$ cat config.mk
export PLATFORM = sky130hd
export DESIGN_NAME = stats_reader
export DESIGN_NICKNAME = d
export VERILOG_FILES = /design/src/rtl/stats_reader.sv
export SDC_FILE = /design/constraint.sdc
export NUM_CORES = 1
export LEC_CHECK = 0
export ABC_AREA = 1
export CELL_PAD_IN_SITES_DETAIL_PLACEMENT = 0
export CELL_PAD_IN_SITES_GLOBAL_PLACEMENT = 1
export CORE_ASPECT_RATIO = 1.4
export CORE_MARGIN = 2
export CORE_UTILIZATION = 38
export DETAILED_ROUTE_END_ITERATION = 16
export PLACE_DENSITY = 0.86
export SLEW_MARGIN = 20
export SYNTH_ARGS = -nofsm -noshare
export SYNTH_HDL_FRONTEND = slang
export SYNTH_SLANG_ARGS = --single-unit
$ cat constraint.sdc
create_clock -name clk -period 3.1 [get_ports clk]
set_clock_uncertainty 0.1 [all_clocks]
set_input_delay 0.93 -clock clk [delete_from_list [all_inputs] [get_ports clk]]
set_output_delay 0.93 -clock clk [all_outputs]
set_load 0.005 [all_outputs]
$ cat src/rtl/stats_reader.sv
// Snapshot reader: captures seven live statistics on snap_req and streams them
// out as one valid/ready frame. Optional header word enabled by STATS_READER_HDR_EN.
module stats_reader #(
    parameter int CLEAR_ON_READ = 0
) (
    input  logic        clk,
    input  logic        rst_n,
    input  logic        snap_req,
    output logic        snap_busy,
    input  logic [31:0] total_cycles,
    input  logic [31:0] total_conflicts,
    input  logic [31:0] total_decisions,
    input  logic [31:0] total_restarts,
    input  logic [31:0] total_learned,
    input  logic [15:0] conflict_counter,
    input  logic [15:0] level0_conflict_count,
    output logic        clear_stats,
    output logic        m_valid,
    input  logic        m_ready,
    output logic [31:0] m_data,
    output logic        m_last,
    output logic [7:0]  snap_dropped,
    output logic        dbg_state_o
);

    // Stream handshake: a word moves on any cycle with m_valid && m_ready; while
    // m_valid is high and m_ready low, m_data/m_last hold and m_valid stays high.
`ifdef STATS_READER_HDR_EN
    localparam int NWORDS = 7;
`else
    localparam int NWORDS = 6;
`endif
    localparam logic [2:0] LAST_IDX = 3'(NWORDS - 1);

    typedef enum logic {
        S_IDLE = 1'b0,
        S_SEND = 1'b1
    } state_t;

    state_t      state_q, state_d;
    logic [2:0]  idx_q, idx_d;
    logic [31:0] cyc_q, cfl_q, dec_q, rst_q, lrn_q, pack_q;
    logic        clear_q;
    logic [7:0]  drop_q;
    logic        capture, xfer, last_word;
    logic [2:0]  pay_idx;
    logic [31:0] data_mux;

    assign capture   = (state_q == S_IDLE) && snap_req;
    assign last_word = (state_q == S_SEND) && (idx_q == LAST_IDX);
    assign xfer      = (state_q == S_SEND) && m_ready;

    always_comb begin
        state_d = state_q;
        idx_d   = idx_q;
        case (state_q)
            S_IDLE: begin
                idx_d = 3'd0;
                if (snap_req) state_d = S_SEND;
            end
            S_SEND: begin
                if (m_ready) begin
                    if (idx_q == LAST_IDX) begin
                        state_d = S_IDLE;
                        idx_d   = 3'd0;
                    end else begin
                        idx_d = idx_q + 3'd1;
                    end
                end
            end
            default: begin
                state_d = S_IDLE;
                idx_d   = 3'd0;
            end
        endcase
    end

    always_ff @(posedge clk or negedge rst_n) begin
        if (!rst_n) begin
            state_q <= S_IDLE;
            idx_q   <= 3'd0;
        end else begin
            state_q <= state_d;
            idx_q   <= idx_d;
        end
    end

    // Snapshot registers load only on capture, so input changes during SEND are invisible.
    always_ff @(posedge clk or negedge rst_n) begin
        if (!rst_n) begin
            cyc_q  <= 32'd0;
            cfl_q  <= 32'd0;
            dec_q  <= 32'd0;
            rst_q  <= 32'd0;
            lrn_q  <= 32'd0;
            pack_q <= 32'd0;
        end else if (capture) begin
            cyc_q  <= total_cycles;
            cfl_q  <= total_conflicts;
            dec_q  <= total_decisions;
            rst_q  <= total_restarts;
            lrn_q  <= total_learned;
            pack_q <= {conflict_counter, level0_conflict_count};
        end
    end

    always_ff @(posedge clk or negedge rst_n) begin
        if (!rst_n) begin
            clear_q <= 1'b0;
        end else begin
            clear_q <= (CLEAR_ON_READ != 0) && capture;
        end
    end

    always_ff @(posedge clk or negedge rst_n) begin
        if (!rst_n) begin
            drop_q <= 8'd0;
        end else if ((state_q == S_SEND) && snap_req && (drop_q != 8'hFF)) begin
            drop_q <= drop_q + 8'd1;
        end
    end

`ifdef STATS_READER_HDR_EN
    logic [7:0] seq_q;

    // Sequence advances once per completed frame and wraps naturally at 8 bits.
    always_ff @(posedge clk or negedge rst_n) begin
        if (!rst_n) begin
            seq_q <= 8'd0;
        end else if (xfer && last_word) begin
            seq_q <= seq_q + 8'd1;
        end
    end

    assign pay_idx = idx_q - 3'd1;
`else
    assign pay_idx = idx_q;
`endif

    always_comb begin
        data_mux = 32'd0;
        case (pay_idx)
            3'd0:    data_mux = cyc_q;
            3'd1:    data_mux = cfl_q;
            3'd2:    data_mux = dec_q;
            3'd3:    data_mux = rst_q;
            3'd4:    data_mux = lrn_q;
            3'd5:    data_mux = pack_q;
            default: data_mux = 32'd0;
        endcase
`ifdef STATS_READER_HDR_EN
        if (idx_q == 3'd0) data_mux = {16'hA5C3, 8'd6, seq_q};
`endif
    end

    assign m_valid      = (state_q == S_SEND);
    assign m_data       = (state_q == S_SEND) ? data_mux : 32'd0;
    assign m_last       = last_word;
    assign snap_busy    = (state_q == S_SEND);
    assign clear_stats  = clear_q;
    assign snap_dropped = drop_q;
    assign dbg_state_o  = state_q;

endmodule

==> results.sh <==
export IMPL_status="finished, violations left"
export IMPL_violations="negative setup slack"
export IMPL_synth_compound_area_share_pct=3.29
export IMPL_ys_ff_latch=204
export IMPL_syn_cell_area_mm2=0.00970
export IMPL_period_share_pct=100
export IMPL_crit_path_frequent_cell="nand2_1"
export IMPL_synthAdderAreaFrac_pct=0.258
export IMPL_io_pins=241
export IMPL_final_cells=1480
export IMPL_vias_per_cell=5.25
export IMPL_synthDistinctLibCells=24
export IMPL_post_place_ws_ps=41.7
export IMPL_grt_overflow=0
export IMPL_drc=0
export IMPL_cts_tree="built"
export IMPL_dieArea_mm2=0.0268
export IMPL_worstPathBufferInverterCount=3
export IMPL_use_met1_pct=25.1
export IMPL_layout_drive_gt1_share_pct=34.6
export IMPL_slowest_delay_ps=420
export IMPL_h_tree_depth=1
export IMPL_cts_sinks=204
export IMPL_synth_flop_cell="dfrtp_1"
export IMPL_cp_end_kind="output pin"
export IMPL_dp_cells=1418
export IMPL_antenna_found_initial=3
export IMPL_clockBufferDepth=3
export IMPL_path_delay_family="buffers and inverters"
export IMPL_seqCellArea_mm2=0.00511
export IMPL_multi_input_area_mm2=0.00443
export IMPL_fin_setup_tns_ps=-11.8
export IMPL_reg2regPathDepth=4
export IMPL_clk_latency_ps=500
export IMPL_synth_simple_area_share_pct=15.8
export IMPL_clkTransAtPathRegs_ps=60
export IMPL_grt_use_total_pct=22.5
export IMPL_r2r_start="dbg_state_o"
export IMPL_top_usage_layer="met2"
export IMPL_drtIter0Drc=427
export IMPL_power_density_mw_per_mm2=928
export IMPL_grt_pass1_wl_um=46600
export IMPL_cts_buffers_inserted=22
export IMPL_required_ps=2070
export IMPL_ff2ff_setup_slack_ps=990
export IMPL_synthMuxAreaShare_pct=22.3
export IMPL_max_freq_mhz=321
export IMPL_grt_use_met2_pct=42.1
export IMPL_cts_root_buf="clkbuf_16"
export IMPL_synth_enable_flop_cells=0
export IMPL_portBuffers=239
export IMPL_synthArstFlopShare_pct=100
export IMPL_path_class="flop to output pin"
export IMPL_setup_ws_ps=-11.8
export IMPL_drt_total_wl_um=31000
export IMPL_r2r_end="rst_q[8]"
export IMPL_yosysTopAreaCell="dfrtp_1"
export IMPL_area_growth_syn_to_layout_pct=41.8
export IMPL_final_nets=1342
export IMPL_nFillCells=2252
export IMPL_grt_max_degree=66
export IMPL_yosysMostFrequentCell="dfrtp_1"
export IMPL_crit_chain="nand2_1 -> inv_2 -> ha_4 -> bufbuf_16 -> nand2_1 -> a21boi_0 -> a21oi_2 -> buf_2"
export IMPL_crit_slowest_cell="dfrtp_1"
export IMPL_grt_use_met3_pct=4.49
export IMPL_dp_hpwl_um=21600
export IMPL_synthCells=892
export IMPL_route_vias_total=7775
export IMPL_hold_violations=0
export IMPL_wl_per_cell_um=20.9
export IMPL_synth_area_top_cells="dfrtp_1 (53%), mux2_2 (21%), nand2_1 (6.2%), nand4_1 (4.1%), nand3_1 (3.8%)"
export IMPL_worstPathMaxFanout=12
export IMPL_die_w_um=139
export IMPL_gp_congestion=0.828
export IMPL_worst_slew_pin_slew_ps=590
export IMPL_syn_area_per_cell_um2=10.9
export IMPL_ant_nets=0
export IMPL_worstHoldPathType="input port to async pin"
export IMPL_ys_seq_area_share_pct=52.6
export IMPL_fp_row_count=69
export IMPL_die_h_um=193
export IMPL_grt_setup_unrepaired="yes"
export IMPL_cp_start_kind="flop"
export IMPL_synthesis_nets=1090
export IMPL_design_core_area_mm2=0.0252
export IMPL_max_vdd_ir_drop_mv=0.469
export IMPL_yosys_area_top_type_share_pct=52.6
export IMPL_slew_headroom_pct=60.7
export IMPL_total_power_mw=12.8
export IMPL_leakagePower_nw=6.23
export IMPL_critPathArrivalTime_ps=2080
export IMPL_maxCapViolCount=0
export IMPL_synth_top_family_by_area="multiplexers"
export IMPL_synth_common_cells="dfrtp_1 (204), mux2_2 (180), nand2_1 (161)"
export IMPL_slew_violations=0
export IMPL_min_period_ps=3110
export IMPL_drt_first_pass_iters=4
export IMPL_initial_core_util_pct=38.5
export IMPL_setup_viol=1
export IMPL_yosys_warnings=0
export IMPL_synth_xor_area_share_pct=0.361
export IMPL_grt_pass1_vias=8239
## kinds of logic after synthesis
family | Yosys count
flops | 204
simple gates | 338
fa+ha+maj | 2
xor+xnor | 4
other cells | 1
compound gates | 55
mux | 192
buf+inv | 96
## final cells by class
type                    instances  area share (%)
flip-flops and latches        204            37.1
multi-input cells             592            32.2
repair buffers                296            22.0
clock buffers                  32            4.72
well taps                     319            2.90
inverters                      28           0.764
clock inverters                 7           0.255
diodes                          2          0.0364
## routing by layer
metal	part of all wire (%)	routed length, um	vias to the layer above
met5	0	0	-
met4	3.8	1180	0
met3	6.6	2040	56
met2	54	16600	275
met1	36	11200	3848
li1	-	-	3596
## power breakdown
group | total, mW | internal, mW | leakage (nW) | switching, mW
clock network | 2.51 | 1.45 | 0.345 | 1.07
logic | 5.60 | 2.87 | 3.38 | 2.72
registers | 4.65 | 3.93 | 2.51 | 0.726
total | 12.8 | 8.25 | 6.23 | 4.52
## flip-flops by register name, summed over array words and instances, names as in the netlist
register	count
pack_q	32
dec_q	32
snap_dropped	8
cfl_q	32
rst_q	32
lrn_q	32
dbg_state_o	1
idx_q	3
cyc_q	32
## cells in the final DEF (no fill, tap or decap), drive strengths merged
cell / instances
clkinv: 7
nor2: 39
conb: 1
dfrtp: 204
o22ai: 1
mux2: 192
diode: 2
ha: 2
nand2: 161
buf: 87
o21ai: 3
clkdlybuf4s50: 206
or2: 1
a21boi: 17
nand3: 73
xnor2: 2
nand4: 64
xor2: 2
clkbuf: 34
inv: 28
a21oi: 34
bufbuf: 1
## how the worst max path moves through the flow
stage,from,end,slack (ps),cells past startpoint
floorplan,idx_q[0],m_data[13],310,9
global placement,idx_q[2],m_data[23],80,7
detailed placement,idx_q[2],m_data[23],40,7
CTS,idx_q[0],m_data[0],-70,9
global route,idx_q[0],m_data[12],-110,8
finish,idx_q[0],m_data[12],-10,8
## through the flow
step | area, um2 | hold WS, ps | utilization, %
after CTS | 13500 | 355 | 53.5
after global routing | 13700 | 359 | 54.5
after floorplan | 9700 | 365 | -
after detailed placement | 12500 | 386 | 49.7
final | 13700 | 316 | 54.5
after global placement | 12500 | 374 | 49.7
## worst reg2reg max path, delay by kind of cell, from the launching register on
family	cells	cell delay, ps
mux	1	390
flops	1	530
simple gates	1	380
buf+inv	2	590
## timing repair
item,CTS,global route
gates resized for setup,190,66
hold buffers,0,0
pin swaps,29,38
gates cloned,4,2
endpoints found under the setup margin,33,33
setup buffers,9,6
No activity file was read; power rests on OpenSTA's default activity.
